$ cat config.mk
export PLATFORM = sky130hd
export DESIGN_NAME = mult_arbiter_flat
export DESIGN_NICKNAME = d
export VERILOG_FILES = /design/src/rtl/mult_arbiter_if.sv /design/src/rtl/mult_arbiter.sv /design/src/flat_wrapper.sv
export SDC_FILE = /design/constraint.sdc
export NUM_CORES = 1
export LEC_CHECK = 0
export BUFFER_PORTS_ARGS = -buffer_cell sky130_fd_sc_hd__buf_2
export CORE_MARGIN = 2
export CORE_UTILIZATION = 30
export CTS_BUF_LIST = sky130_fd_sc_hd__clkbuf_2
export CTS_CLUSTER_SIZE = 20
export DETAILED_ROUTE_END_ITERATION = 12
export PLACE_DENSITY = 0.61
export SLEW_MARGIN = 20
export SYNTH_ARGS = -nofsm -noshare
export SYNTH_HDL_FRONTEND = slang
export SYNTH_SLANG_ARGS = --single-unit
$ cat constraint.sdc
create_clock -name clock -period 1.9 [get_ports clock]
set_input_delay 0.38 -clock clock [delete_from_list [all_inputs] [get_ports clock]]
set_output_delay 0.38 -clock clock [all_outputs]
set_load 0.1 [all_outputs]
$ cat src/rtl/mult_arbiter_if.sv
// Bundle between mult_arbiter, its two requesters and the shared multiplier.
// slave: arbiter side; master: requesters plus multiplier side.
interface mult_arbiter_if #(
  parameter int WIDTH = 7
);

  logic                 req0;
  logic                 req1;
  logic [WIDTH-1:0]     a0;
  logic [WIDTH-1:0]     b0;
  logic [WIDTH-1:0]     a1;
  logic [WIDTH-1:0]     b1;
  logic                 ack0;
  logic                 ack1;
  logic                 rsp_valid0;
  logic                 rsp_valid1;
  logic [2*WIDTH-1:0]   rsp_product;
  logic                 rsp_err;
  logic                 busy;
  logic                 mult_clear;
  logic                 mult_start;
  logic [WIDTH-1:0]     mult_a;
  logic [WIDTH-1:0]     mult_b;
  logic [2*WIDTH-1:0]   mult_product;
  logic                 mult_done;

  modport slave (
    input  req0, req1,
    input  a0, b0, a1, b1,
    input  mult_product, mult_done,
    output ack0, ack1,
    output rsp_valid0, rsp_valid1,
    output rsp_product, rsp_err,
    output busy,
    output mult_clear, mult_start,
    output mult_a, mult_b
  );

  modport master (
    output req0, req1,
    output a0, b0, a1, b1,
    output mult_product, mult_done,
    input  ack0, ack1,
    input  rsp_valid0, rsp_valid1,
    input  rsp_product, rsp_err,
    input  busy,
    input  mult_clear, mult_start,
    input  mult_a, mult_b
  );

endinterface

$ cat src/rtl/mult_arbiter.sv
// Round-robin share of one sequential signed multiplier by two requesters.
// Ports: clock, reset (async, active-low), bus (mult_arbiter_if.slave).
module mult_arbiter #(
  parameter int WIDTH   = 7,
  parameter int TIMEOUT = 31
) (
  input logic           clock,
  input logic           reset,
  mult_arbiter_if.slave bus
);

  localparam logic [7:0] TO = 8'(TIMEOUT);

  typedef enum logic [2:0] {
    S_IDLE,
    S_CLEAR,
    S_START,
    S_WAIT,
    S_RESP
  } state_t;

  state_t               state;
  logic                 last_grant;
  logic                 gnt;
  logic [7:0]           wdog;
  logic [7:0]           wdog_inc;
  logic                 any_req;
  logic                 pick1;

  logic                 ack0_q;
  logic                 ack1_q;
  logic                 rv0_q;
  logic                 rv1_q;
  logic [2*WIDTH-1:0]   prod_q;
  logic                 err_q;
  logic                 busy_q;
  logic                 clr_q;
  logic                 start_q;
  logic [WIDTH-1:0]     a_q;
  logic [WIDTH-1:0]     b_q;

  assign any_req  = bus.req0 | bus.req1;
  // On a tie the requester that did not win last time goes next.
  assign pick1    = bus.req1 & (~bus.req0 | ~last_grant);
  // Abort once the incremented count reaches TIMEOUT: WAIT lasts
  // at most TIMEOUT cycles.
  assign wdog_inc = wdog + 8'd1;

  always_ff @(posedge clock or negedge reset) begin
    if (!reset) begin
      state      <= S_IDLE;
      last_grant <= 1'b1;
      gnt        <= 1'b0;
      wdog       <= 8'd0;
      ack0_q     <= 1'b0;
      ack1_q     <= 1'b0;
      rv0_q      <= 1'b0;
      rv1_q      <= 1'b0;
      prod_q     <= '0;
      err_q      <= 1'b0;
      busy_q     <= 1'b0;
      clr_q      <= 1'b0;
      start_q    <= 1'b0;
      a_q        <= '0;
      b_q        <= '0;
    end else begin
      ack0_q  <= 1'b0;
      ack1_q  <= 1'b0;
      rv0_q   <= 1'b0;
      rv1_q   <= 1'b0;
      clr_q   <= 1'b0;
      start_q <= 1'b0;
      unique case (state)
        S_IDLE: begin
          if (any_req) begin
            gnt        <= pick1;
            last_grant <= pick1;
            a_q        <= pick1 ? bus.a1 : bus.a0;
            b_q        <= pick1 ? bus.b1 : bus.b0;
            ack0_q     <= ~pick1;
            ack1_q     <= pick1;
            clr_q      <= 1'b1;
            busy_q     <= 1'b1;
            state      <= S_CLEAR;
          end
        end
        S_CLEAR: begin
          start_q <= 1'b1;
          state   <= S_START;
        end
        S_START: begin
          wdog  <= 8'd0;
          state <= S_WAIT;
        end
        S_WAIT: begin
          wdog <= wdog_inc;
          if (bus.mult_done) begin
            prod_q <= bus.mult_product;
            err_q  <= 1'b0;
            rv0_q  <= ~gnt;
            rv1_q  <= gnt;
            state  <= S_RESP;
          end else if (wdog_inc == TO) begin
            prod_q <= '0;
            err_q  <= 1'b1;
            rv0_q  <= ~gnt;
            rv1_q  <= gnt;
            state  <= S_RESP;
          end
        end
        S_RESP: begin
          busy_q <= 1'b0;
          state  <= S_IDLE;
        end
        default: begin
          busy_q <= 1'b0;
          state  <= S_IDLE;
        end
      endcase
    end
  end

  assign bus.ack0        = ack0_q;
  assign bus.ack1        = ack1_q;
  assign bus.rsp_valid0  = rv0_q;
  assign bus.rsp_valid1  = rv1_q;
  assign bus.rsp_product = prod_q;
  assign bus.rsp_err     = err_q;
  assign bus.busy        = busy_q;
  assign bus.mult_clear  = clr_q;
  assign bus.mult_start  = start_q;
  assign bus.mult_a      = a_q;
  assign bus.mult_b      = b_q;

endmodule

$ cat src/flat_wrapper.sv
// flat-port wrapper written by rule: the top's interface ports become plain ports
module mult_arbiter_flat 
#(
  parameter int WIDTH   = 7,
  parameter int TIMEOUT = 31
)
  (clock, reset, bus_req0, bus_req1, bus_a0, bus_b0, bus_a1, bus_b1, bus_mult_product, bus_mult_done, bus_ack0, bus_ack1, bus_rsp_valid0, bus_rsp_valid1, bus_rsp_product, bus_rsp_err, bus_busy, bus_mult_clear, bus_mult_start, bus_mult_a, bus_mult_b);
  mult_arbiter_if #(.WIDTH(WIDTH)) bus_i ();
  input logic clock;
  input logic reset;
  input wire logic [$bits(bus_i.req0)-1:0] bus_req0;
  input wire logic [$bits(bus_i.req1)-1:0] bus_req1;
  input wire logic [$bits(bus_i.a0)-1:0] bus_a0;
  input wire logic [$bits(bus_i.b0)-1:0] bus_b0;
  input wire logic [$bits(bus_i.a1)-1:0] bus_a1;
  input wire logic [$bits(bus_i.b1)-1:0] bus_b1;
  input wire logic [$bits(bus_i.mult_product)-1:0] bus_mult_product;
  input wire logic [$bits(bus_i.mult_done)-1:0] bus_mult_done;
  output wire logic [$bits(bus_i.ack0)-1:0] bus_ack0;
  output wire logic [$bits(bus_i.ack1)-1:0] bus_ack1;
  output wire logic [$bits(bus_i.rsp_valid0)-1:0] bus_rsp_valid0;
  output wire logic [$bits(bus_i.rsp_valid1)-1:0] bus_rsp_valid1;
  output wire logic [$bits(bus_i.rsp_product)-1:0] bus_rsp_product;
  output wire logic [$bits(bus_i.rsp_err)-1:0] bus_rsp_err;
  output wire logic [$bits(bus_i.busy)-1:0] bus_busy;
  output wire logic [$bits(bus_i.mult_clear)-1:0] bus_mult_clear;
  output wire logic [$bits(bus_i.mult_start)-1:0] bus_mult_start;
  output wire logic [$bits(bus_i.mult_a)-1:0] bus_mult_a;
  output wire logic [$bits(bus_i.mult_b)-1:0] bus_mult_b;
  assign bus_i.req0 = bus_req0;
  assign bus_i.req1 = bus_req1;
  assign bus_i.a0 = bus_a0;
  assign bus_i.b0 = bus_b0;
  assign bus_i.a1 = bus_a1;
  assign bus_i.b1 = bus_b1;
  assign bus_i.mult_product = bus_mult_product;
  assign bus_i.mult_done = bus_mult_done;
  assign bus_ack0 = bus_i.ack0;
  assign bus_ack1 = bus_i.ack1;
  assign bus_rsp_valid0 = bus_i.rsp_valid0;
  assign bus_rsp_valid1 = bus_i.rsp_valid1;
  assign bus_rsp_product = bus_i.rsp_product;
  assign bus_rsp_err = bus_i.rsp_err;
  assign bus_busy = bus_i.busy;
  assign bus_mult_clear = bus_i.mult_clear;
  assign bus_mult_start = bus_i.mult_start;
  assign bus_mult_a = bus_i.mult_a;
  assign bus_mult_b = bus_i.mult_b;
  mult_arbiter #(.WIDTH(WIDTH), .TIMEOUT(TIMEOUT)) u_core (.clock(clock), .reset(reset), .bus(bus_i));
endmodule
# After elaboration in Yosys (flattened, before gate mapping)
# Cells that the tools add are included.
[classes]
addsub = 1
n_eq_ne = 6
mux = 26
bitwise_logic = 8
reduce_logical = 8
[op_table]
columns = ["cell", "n"]
rows = [
  ["two-way mux 14 bit", 2],
  ["two-way mux 1 bit", 16],
  ["one-hot mux 8 bit (2 select lines)", 1],
  ["two-way mux 7 bit", 2],
  ["one-hot mux 3 bit (4 select lines)", 1],
  ["two-way mux 3 bit", 3],
  ["adder 8 x 1 -> 8 bit (second input constant)", 1],
  ["equality test 8 x 5 -> 1 bit (second input constant)", 1],
  ["AND reduction 2 bit", 4],
  ["equality test 3 x 2 -> 1 bit (second input constant)", 2],
  ["inverter 1 bit", 5],
  ["nonzero test 2 bit", 2],
  ["equality test 3 x 1 -> 1 bit (second input constant)", 1],
  ["zero test 3 bit", 1],
  ["!= test 3 x 2 -> 1 bit (second input constant)", 1],
  ["OR reduction 3 bit", 1],
  ["!= test 2 x 1 -> 1 bit (second input constant)", 1],
  ["OR 1 bit", 2],
  ["one-hot mux 1 bit (2 select lines)", 1],
  ["AND 1 bit", 1],
]
[totals]
register_bits = 49
input_bits = 47
word_cells = 64

# Logic depth before layout (Yosys ltp)
# Gate-level depths: netlist of the first run.
[depth]
depth_word = 6
mapped_depth = 7

# Worst setup path after synthesis of the first run
# Ideal clock, no wire load.
[synth_path]
path_kind = "reg-to-reg"
from = "reg u_core.wdog[0]"
to = "reg u_core.state[0]"
arrival_time_ns = 1.734
t_required_ns = 1.780
slack_ns = 0.047
path_stages_with_launch = 7
n_path_buf = 0
synth_period_minus_slack_ns = 1.853
path_cell_list = "dfrtp_1 inv_1 ha_1 nor4bb_1 nand2_1 or4_4 a31o_1"
[synth_via]
elab_chain_len = 4
[synth_rtl]
columns = ["item", "line", "rtl"]
rows = [
  ["from (decl)", "mult_arbiter.sv:25", "logic [7:0] wdog;"],
  ["from (signal assigned)", "mult_arbiter.sv:96", "wdog <= wdog_inc;"],
  ["adder 8 x 1 -> 8 bit", "mult_arbiter.sv:47", "assign wdog_inc = wdog + 8'd1;"],
  ["equality test 8 x 5 -> 1 bit", "mult_arbiter.sv:103", "end else if (wdog_inc == TO) begin"],
  ["!= test 3 x 2 -> 1 bit (no source line)", "--", ""],
  ["AND reduction 2 bit (no source line)", "--", ""],
  ["to (signal assigned)", "mult_arbiter.sv:51", "state <= S_IDLE;"],
  ["to (signal assigned)", "mult_arbiter.sv:102", "state <= S_RESP;"],
  ["to (signal assigned)", "mult_arbiter.sv:108", "state <= S_RESP;"],
  ["to (decl)", "mult_arbiter.sv:22", "state_t state;"],
]
# Every way passes these cells.
# A chain may end at the register's enable or synchronous reset.

# Worst setup path after layout of the first run
# Ends and elaborated chain as after synthesis.

==> flow_metrics.env, run 1 <==
export IMPL_numCtsBuffers=5
export IMPL_die_area_um2=7720
export IMPL_max_freq_mhz=539
export IMPL_drive_gt1_share_pct=40.7
export IMPL_hp_class="in -> reg"
export IMPL_rsz0062_at_grt="true"
export IMPL_seq_area_um2=1230
export IMPL_hold_start="bus_mult_product[10]"
export IMPL_area_delta_synth_final_pct=38.6
export IMPL_hpwl_mm=3.56
export IMPL_clk_pin_slew_ns=0.25
export IMPL_ys_flop_type="dfrtp_1"
export IMPL_nNetsFinal=355
export IMPL_cts_sink_count=49
export IMPL_multi_input_area_um2=883
export IMPL_hold_violations=0
export IMPL_clock_latency_ns=0.42
export IMPL_synth_cell_types=32
export IMPL_async_flop_share_pct=100
export IMPL_antenna_left=0
export IMPL_drt_initial_drc_count=116
export IMPL_track_usage_pct=13.4
export IMPL_critical_path_arrival_ns=2.21
export IMPL_routedWlPerCell_um=12.5
export IMPL_slew_viol_final=0
export IMPL_synth_edf_count=0
export IMPL_cts_tree="done"
export IMPL_end_kind="flop"
export IMPL_num_antenna_cells=0
export IMPL_yosys_top_cells_count="dfrtp_1 (48), nand2_1 (45), o21ai_0 (22)"
export IMPL_start_util_pct=31.0
export IMPL_setup_viol=0
export IMPL_first_global_vias=1732
export IMPL_synth_warning_count=0
export IMPL_ys_top_cells_by_area="dfrtp_1 (57%), nand2_1 (8.0%), a222oi_1 (6.6%)"
export IMPL_fillers=678
export IMPL_grt_max_degree=32
export IMPL_synth_seq_cells=49
export IMPL_yosysTopAreaCell="dfrtp_1"
export IMPL_grt_overflow_total=0
export IMPL_die_x_um=87.9
export IMPL_layout_cells_non_filler=403
export IMPL_io_buffer_count=82
export IMPL_status="complete, no violations"
export IMPL_cp_required_ns=2.25
export IMPL_antenna_found_initial=0
export IMPL_r2r_cells=6
export IMPL_crit_type="reg -> reg"
export IMPL_clock_skew_ns=0.0223
export IMPL_final_design_area_no_fill_um2=2920
export IMPL_fp_coreArea_um2=6790
export IMPL_r2r_start="u_core.wdog[0]"
export IMPL_worstPathMaxFanout=4
export IMPL_route_detailed_drc=0
export IMPL_ctsLongestPathBuffers=2
export IMPL_min_period_ns=1.86
export IMPL_start_kind="flop"
export IMPL_grt_pass1_wl_mm=8.07
export IMPL_rows=30
export IMPL_timing_slew_headroom_pct=65.3
export IMPL_fin_crit_sh_pct=97.6
export IMPL_yosysTopAreaCellShare_pct=56.9
export IMPL_synth_area_um2=2110
export IMPL_synth_cells=211
export IMPL_whs_path_depth=3
export IMPL_final_util_pct=43.0
export IMPL_syn_nets=260
export IMPL_place_congestion=0.721
export IMPL_cts_root_buf="clkbuf_2"
export IMPL_via_per_inst=4.63
export IMPL_yosysMostFrequentCell="dfrtp_1"
export IMPL_holdWs_ns=0.132
export IMPL_drt_total_wl_mm=5.04
export IMPL_place_inst=391
export IMPL_vias=1867
export IMPL_crit_start="u_core.wdog[0]"
export IMPL_firstDrtPassIters=4
export IMPL_placed_area_um2=2710
export IMPL_pin_count=83
export IMPL_die_h_um=87.9
export IMPL_avgSynthCellArea_um2=10.0
export IMPL_synth_seq_area_share_pct=58.2
export IMPL_drv_cap=0
export IMPL_tightest_slew_ns=0.517
export IMPL_htree_levels=2
[final timing paths]
check | endpoint | slack [ns]
min | u_core.bus.rsp_product[10] | 0.13
min in group asynchronous | u_core.wdog[3] | 0.39
max in group asynchronous | u_core.last_grant | 0.89
max reg2reg | u_core.state[0] | 0.04
min reg2reg | u_core.bus.rsp_valid0 | 0.46
max | u_core.state[0] | 0.04
[routing by layer]
layer / routed length (um) / GRT usage [%] / vias up / part of all wire, %
met5: 0 / 0 / - / 0
met4: 38 / 3.36 / 0 / 0.75
met3: 325 / 4.05 / 4 / 6.4
met2: 2400 / 22.5 / 65 / 48
met1: 2280 / 17.0 / 877 / 45
li1: - / - / 921 / -
[repair_timing]
action	CTS	global route
gates resized for setup	3	37
hold buffers	1	0
buffers inserted	2	1
hold endpoints to repair	18	0
cloned	0	1
pin swaps	0	13
endpoints found under the setup margin	2	16
[critical path, stage by stage, from the launching register on]
cell	delay, ns
dfrtp_1	0.42
buf_6	0.12
ha_4	0.16
nand3_4	0.09
o21a_4	0.23
or4_4	0.54
a31o_1	0.21
[area by class of cell]
class | instances | area share [%]
flip-flops and latches | 49 | 42.0
inverters | 19 | 2.44
multi-input cells | 133 | 30.2
well taps | 96 | 4.11
repair buffers | 98 | 19.0
clock inverters | 2 | 1.16
clock buffers | 6 | 1.03
[state kept, by name (all words and copies together), names as in the netlist]
| signal | count |
|---|---|
| u_core.bus.rsp_valid0 | 1 |
| u_core.bus.busy | 1 |
| u_core.bus.mult_a | 7 |
| u_core.bus.rsp_err | 1 |
| u_core.gnt | 1 |
| u_core.last_grant | 1 |
| u_core.bus.mult_clear | 1 |
| u_core.bus.rsp_product | 14 |
| u_core.bus.mult_start | 1 |
| u_core.state | 3 |
| u_core.bus.rsp_valid1 | 1 |
| u_core.bus.ack0 | 1 |
| u_core.bus.mult_b | 7 |
| u_core.wdog | 8 |
| u_core.bus.ack1 | 1 |
[per-stage QoR]
step	TNS, ns	setup slack (ns)
6_report	0	0.0450
3_3_place_gp	0	0.0201
4_1_cts	0	0.0107
2_1_floorplan	0	0.0466
3_5_place_dp	-0.0246	-0.0182
5_1_grt	-0.0822	-0.0430
[placed cells by master, fill, tap and decap left out, types with 2 or more instances in the layout]
cell type,count
nand2_1,45
nor3_1,9
buf_4,11
buf_2,82
a222oi_1,14
inv_1,19
clkbuf_2,6
mux2i_1,2
nor2_1,8
nand2b_1,3
nand3_4,2
a21oi_1,3
dfrtp_1,48
buf_6,3
a21o_1,2
and3_1,2
o21ai_2,8
o21ai_0,8
o21ai_1,7
[cells by family after synthesis]
| group | Yosys count | share of synthesized area, % |
|---|---|---|
| mux | 2 | 0.949 |
| flops | 49 | 58.2 |
| compound gates | 49 | 16.5 |
| buf+inv | 29 | 5.34 |
| simple gates | 78 | 17.0 |
| xor+xnor | 2 | 0.831 |
| fa+ha+maj | 2 | 1.19 |
Power of run 1 is left out: the tool's default activity adds up to more than one toggle a clock period on the data nets, which glitch-free logic cannot reach.
==> run 2, diff against run 1 <==
--- a/config.mk
+++ b/config.mk
@@ -8,7 +8,7 @@
 export BUFFER_PORTS_ARGS = -buffer_cell sky130_fd_sc_hd__buf_2
 export CORE_MARGIN = 2
 export CORE_UTILIZATION = 30
-export CTS_BUF_LIST = sky130_fd_sc_hd__clkbuf_2
+export CTS_BUF_LIST = sky130_fd_sc_hd__clkbuf_16
 export CTS_CLUSTER_SIZE = 20
 export DETAILED_ROUTE_END_ITERATION = 12
 export PLACE_DENSITY = 0.61
==> run 2 against run 1 <==
Effect of this change: flip-flop and latch count stayed put; design area is 2.9% higher; cell count is 0.25% lower; worst setup slack worse by 0.0089 ns; fmax is 0.48% lower; sequential share of layout area is 1.2 points lower; die area stayed put; global-route usage hardly changed; critical path depth is 1 lower; clock skew is 0.019 ns lower; worst hold slack worse by 0.092 ns.
==> flow_metrics.env, run 2 (same netlist as run 1, synthesis figures left out) <==
export IMPL_fp_coreArea_um2=6790
export IMPL_clock_latency_ns=0.28
export IMPL_die_x_um=87.9
export IMPL_clk_pin_slew_ns=0.06
export IMPL_drt_initial_drc_count=152
export IMPL_first_global_vias=1738
export IMPL_start_util_pct=31.0
export IMPL_critical_path_arrival_ns=2.04
export IMPL_largest_reg_flops=14
export IMPL_end_kind="flop"
export IMPL_cts_hold_fix_buffers=0
export IMPL_final_util_pct=44.3
export IMPL_hp_class="in -> async"
export IMPL_crit_type="reg -> reg"
export IMPL_die_h_um=87.9
export IMPL_die_area_um2=7720
export IMPL_drv_cap=0
export IMPL_max_freq_mhz=537
export IMPL_numCtsBuffers=5
export IMPL_final_common_cell="buf_2"
export IMPL_r2r_end="u_core.state[1]"
export IMPL_critPathCapture="u_core.state[1]"
export IMPL_ctsLongestPathBuffers=2
export IMPL_grt_overflow_total=0
export IMPL_tightest_slew_ns=0.588
export IMPL_nNetsFinal=354
export IMPL_rows=30
export IMPL_final_cell_mix="buf_2 (82), dfrtp_1 (48), nand2_1 (45)"
export IMPL_clock_skew_ns=0.00317
export IMPL_hold_violations=0
export IMPL_io_buffer_count=82
export IMPL_crit_start="u_core.wdog[1]"
export IMPL_worstPathMaxFanout=4
export IMPL_cts_root_buf="clkbuf_16"
export IMPL_cts_sink_count=49
export IMPL_cts_tree="done"
export IMPL_setup_viol=0
export IMPL_r2r_cells=5
export IMPL_via_per_inst=4.62
export IMPL_grt_max_degree=32
export IMPL_holdWs_ns=0.0401
export IMPL_drive_gt1_share_pct=40.2
export IMPL_min_period_ns=1.86
export IMPL_antenna_found_initial=0
export IMPL_htree_levels=2
export IMPL_fin_crit_sh_pct=98.1
export IMPL_cp_required_ns=2.08
export IMPL_slew_viol_final=0
export IMPL_r2r_start="u_core.wdog[1]"
export IMPL_place_congestion=0.721
export IMPL_route_detailed_drc=0
export IMPL_pin_count=83
export IMPL_start_kind="flop"
export IMPL_hpwl_mm=3.56
export IMPL_routedWlPerCell_um=13.0
export IMPL_track_usage_pct=13.4
export IMPL_num_antenna_cells=0
export IMPL_timing_slew_headroom_pct=60.5
export IMPL_drt_total_wl_mm=5.21
export IMPL_grt_pass1_wl_mm=8.09
export IMPL_vias=1859
export IMPL_setup_tns_ns=0
export IMPL_antenna_left=0
export IMPL_status="complete, no violations"
export IMPL_firstDrtPassIters=4
export IMPL_area_delta_synth_final_pct=42.6
export IMPL_r2r_slack_ns=0.04
run 2: critical path, stage by stage, from the launching register on:
cell and delay, ns:
dfrtp_1 0.43, ha_2 0.20, nor4bb_4 0.29, nand2_1 0.14, o41a_1 0.49, o21a_1 0.21
run 2: repair_timing:
item                       in CTS  in global routing
resized for setup               2                 37
cloned                          0                  1
setup endpoints to repair       2                 16
pin swaps                       0                 13
buffers inserted                2                  1
run 2: worst min path at each step:
stage	cells after the start	start	slack, ns	endpoint
floorplan	0	reset	0.08	u_core.bus.ack0
global placement	1	reset	0.36	u_core.wdog[3]
detailed placement	1	reset	0.36	u_core.wdog[3]
CTS	1	reset	0.06	u_core.wdog[3]
global route	1	reset	0.08	u_core.wdog[3]
finish	1	reset	0.04	u_core.wdog[3]
run 2: metal layers:
metal  global-route usage, %  wire length, um  vias up
met4                    4.62               93        0
met5                       0                0        -
li1                        -                -      922
met3                    3.49              336        9
met1                    17.3             2310      867
met2                    21.9             2470       61
run 2: per-stage QoR:
| step | std cells | worst slack [ns] | area, um^2 |
|---|---|---|---|
| after detailed placement | 391 | -0.0182 | 2710 |
| after CTS | 401 | 0.0188 | 2890 |
| after global routing | 402 | -0.0250 | 3010 |
| after global placement | 391 | 0.0201 | 2710 |
| final | 402 | 0.0361 | 3010 |
| after floorplan | 211 | 0.0466 | 2110 |
run 2: cell type report:
cell class,instances,area [um^2]
sequential,49,1230
clock inverter,3,37.5
inverter,19,71.3
multi-input combinational,133,880
timing repair buffer,97,547
fill,670,3790
tap,96,120
clock buffer,5,125
Power of run 2 is left out for the same reason.
==> run 3, diff against run 2 <==
--- a/config.mk
+++ b/config.mk
@@ -5,13 +5,14 @@
 export SDC_FILE = /design/constraint.sdc
 export NUM_CORES = 1
 export LEC_CHECK = 0
-export BUFFER_PORTS_ARGS = -buffer_cell sky130_fd_sc_hd__buf_2
+export CELL_PAD_IN_SITES_DETAIL_PLACEMENT = 0
+export CELL_PAD_IN_SITES_GLOBAL_PLACEMENT = 1
 export CORE_MARGIN = 2
 export CORE_UTILIZATION = 30
-export CTS_BUF_LIST = sky130_fd_sc_hd__clkbuf_16
 export CTS_CLUSTER_SIZE = 20
 export DETAILED_ROUTE_END_ITERATION = 12
-export PLACE_DENSITY = 0.61
+export DONT_BUFFER_PORTS = 1
+export PLACE_DENSITY = 0.62
 export SLEW_MARGIN = 20
 export SYNTH_ARGS = -nofsm -noshare
 export SYNTH_HDL_FRONTEND = slang
==> run 3 against run 2 <==
Effect of this change: utilization shrank 3.4 points; global-route usage is 0.18 points lower; clock skew grew 0.0051 ns; via count shrank 8.1%; first-iteration DRC count shrank 26%; sequential share of layout area up 3.4 points; highest routed layer unchanged; cell count down 11%; non-clock buffer count decreased by 44; critical endpoint is now u_core.state[0]; worst setup slack improved by 0.031 ns.
==> flow_metrics.env, run 3 (same netlist as run 1, synthesis figures left out) <==
export IMPL_postCtsSetupBuffers=0
export IMPL_seq_area_um2=1230
export IMPL_clock_latency_ns=0.30
export IMPL_multi_input_area_um2=838
export IMPL_route_detailed_drc=0
export IMPL_crit_start="u_core.wdog[0]"
export IMPL_final_common_cell="buf_4"
export IMPL_die_x_um=87.9
export IMPL_critPathMaxStageDelay_ns=0.54
export IMPL_track_usage_pct=13.2
export IMPL_tightest_slew_ns=0.543
export IMPL_area_delta_synth_final_pct=31.7
export IMPL_hold_violations=0
export IMPL_slew_viol_final=0
export IMPL_grt_overflow_total=0
export IMPL_timing_slew_headroom_pct=63.8
export IMPL_cts_sink_count=49
export IMPL_die_h_um=87.9
export IMPL_status="complete, no violations"
export IMPL_final_design_area_no_fill_um2=2780
export IMPL_final_cell_mix="buf_4 (50), dfrtp_1 (48), nand2_1 (45)"
export IMPL_place_congestion=0.786
export IMPL_hold_start="bus_mult_done"
export IMPL_num_antenna_cells=0
export IMPL_critical_path_arrival_ns=2.03
export IMPL_die_area_um2=7720
export IMPL_clk_pin_slew_ns=0.09
export IMPL_start_util_pct=31.0
export IMPL_antenna_found_initial=0
export IMPL_routedWlPerCell_um=13.7
export IMPL_fillers=693
export IMPL_r2r_start="u_core.wdog[0]"
export IMPL_max_freq_mhz=546
export IMPL_fin_crit_sh_pct=96.4
export IMPL_firstDrtPassIters=5
export IMPL_min_period_ns=1.83
export IMPL_nNetsFinal=310
export IMPL_place_inst=348
export IMPL_fp_coreArea_um2=6790
export IMPL_grt_max_degree=50
export IMPL_rsz0062_at_grt="true"
export IMPL_crit_type="reg -> reg"
export IMPL_cp_slowest_cell="or4_4"
export IMPL_htree_levels=2
export IMPL_io_buffer_count=0
export IMPL_clock_skew_ns=0.00832
export IMPL_vias=1708
export IMPL_drt_initial_drc_count=112
export IMPL_start_kind="flop"
export IMPL_layout_cells_non_filler=358
export IMPL_via_per_inst=4.77
export IMPL_worstPathMaxFanout=4
export IMPL_ctsLongestPathBuffers=2
export IMPL_grt_pass1_wl_mm=7.91
export IMPL_placed_area_um2=2570
export IMPL_hp_class="in -> reg"
export IMPL_rows=30
export IMPL_drv_cap=0
export IMPL_numCtsBuffers=5
export IMPL_cts_tree="done"
export IMPL_antenna_left=0
export IMPL_crit_chain="buf_6, ha_4, nand3_4, o21a_4, or4_4, a31o_1"
export IMPL_hpwl_mm=3.45
export IMPL_cp_required_ns=2.10
export IMPL_largest_reg_flops=14
export IMPL_end_kind="flop"
export IMPL_drt_total_wl_mm=4.90
export IMPL_cts_root_buf="clkbuf_8"
export IMPL_first_global_vias=1696
export IMPL_setup_viol=0
export IMPL_drive_gt1_share_pct=27.1
export IMPL_pin_count=83
-- run 3: changes by cell type in the layout (fill, tap and decap cells not counted), sizes merged --
cell | previous run | this run
buf | 97 | 52
bufinv | 1 | 0
clkbuf | 5 | 6
clkinv | 1 | 2
dlygate4sd3 | 0 | 1
inv | 20 | 19
-- run 3: metal layers --
layer  global-route usage (%)  wire length (um)  vias up
met5                        0                 0        -
met4                     4.62                52        0
met3                     4.24               369        7
met2                     22.6              2430       63
met1                     15.7              2050      807
li1                         -                 -      831
-- run 3: final cells by class --
class,count,area share (%)
Clock buffer,6,2.97
Clock inverter,2,0.495
Inverter,19,2.57
Multi-Input combinational cell,133,30.2
Sequential cell,49,44.2
Tap cell,96,4.32
Timing Repair Buffer,53,15.3
-- run 3: through the flow --
step | setup TNS, ns | hold slack, ns | setup WS [ns] | utilization (%)
floorplan | 0 | 0.0844 | 0.0466 | -
global placement | 0 | 0.0859 | 0.00722 | 37.8
detailed placement | -0.197 | 0.0859 | -0.104 | 37.8
CTS | 0 | 0.145 | 0.00284 | 40.1
global route | -0.0172 | 0.137 | -0.0124 | 40.9
finish | 0 | 0.153 | 0.0675 | 40.9
-- run 3: worst max-delay path, delay by kind of cell, from the launching register on --
family                     cells  cell delay (ns)
adders and majority gates      1             0.17
buffers and inverters          1             0.12
and+or+nand+nor                2             0.64
AOI/OAI and AO/OA              2             0.43
DFF                            1             0.38
-- run 3: final timing paths --
kind	to	slack (ns)	cells after the start
worst min register to register	u_core.bus.rsp_valid0	0.48	1
worst max-delay path	u_core.state[0]	0.07	6
min in group asynchronous	u_core.bus.rsp_product[1]	0.57	2
max in group asynchronous	u_core.last_grant	1.05	2
worst min-delay path	u_core.bus.rsp_err	0.15	1
worst max register to register	u_core.state[0]	0.07	6
-- run 3: repair_timing --
item / 4_1_cts / 5_1_grt
endpoints found under the hold margin: 49 / 0
endpoints found under the setup margin: 3 / 12
gates resized for setup: 3 / 9
hold buffers: 2 / 0
pin swaps: 1 / 4
Power of run 3 is left out for the same reason.
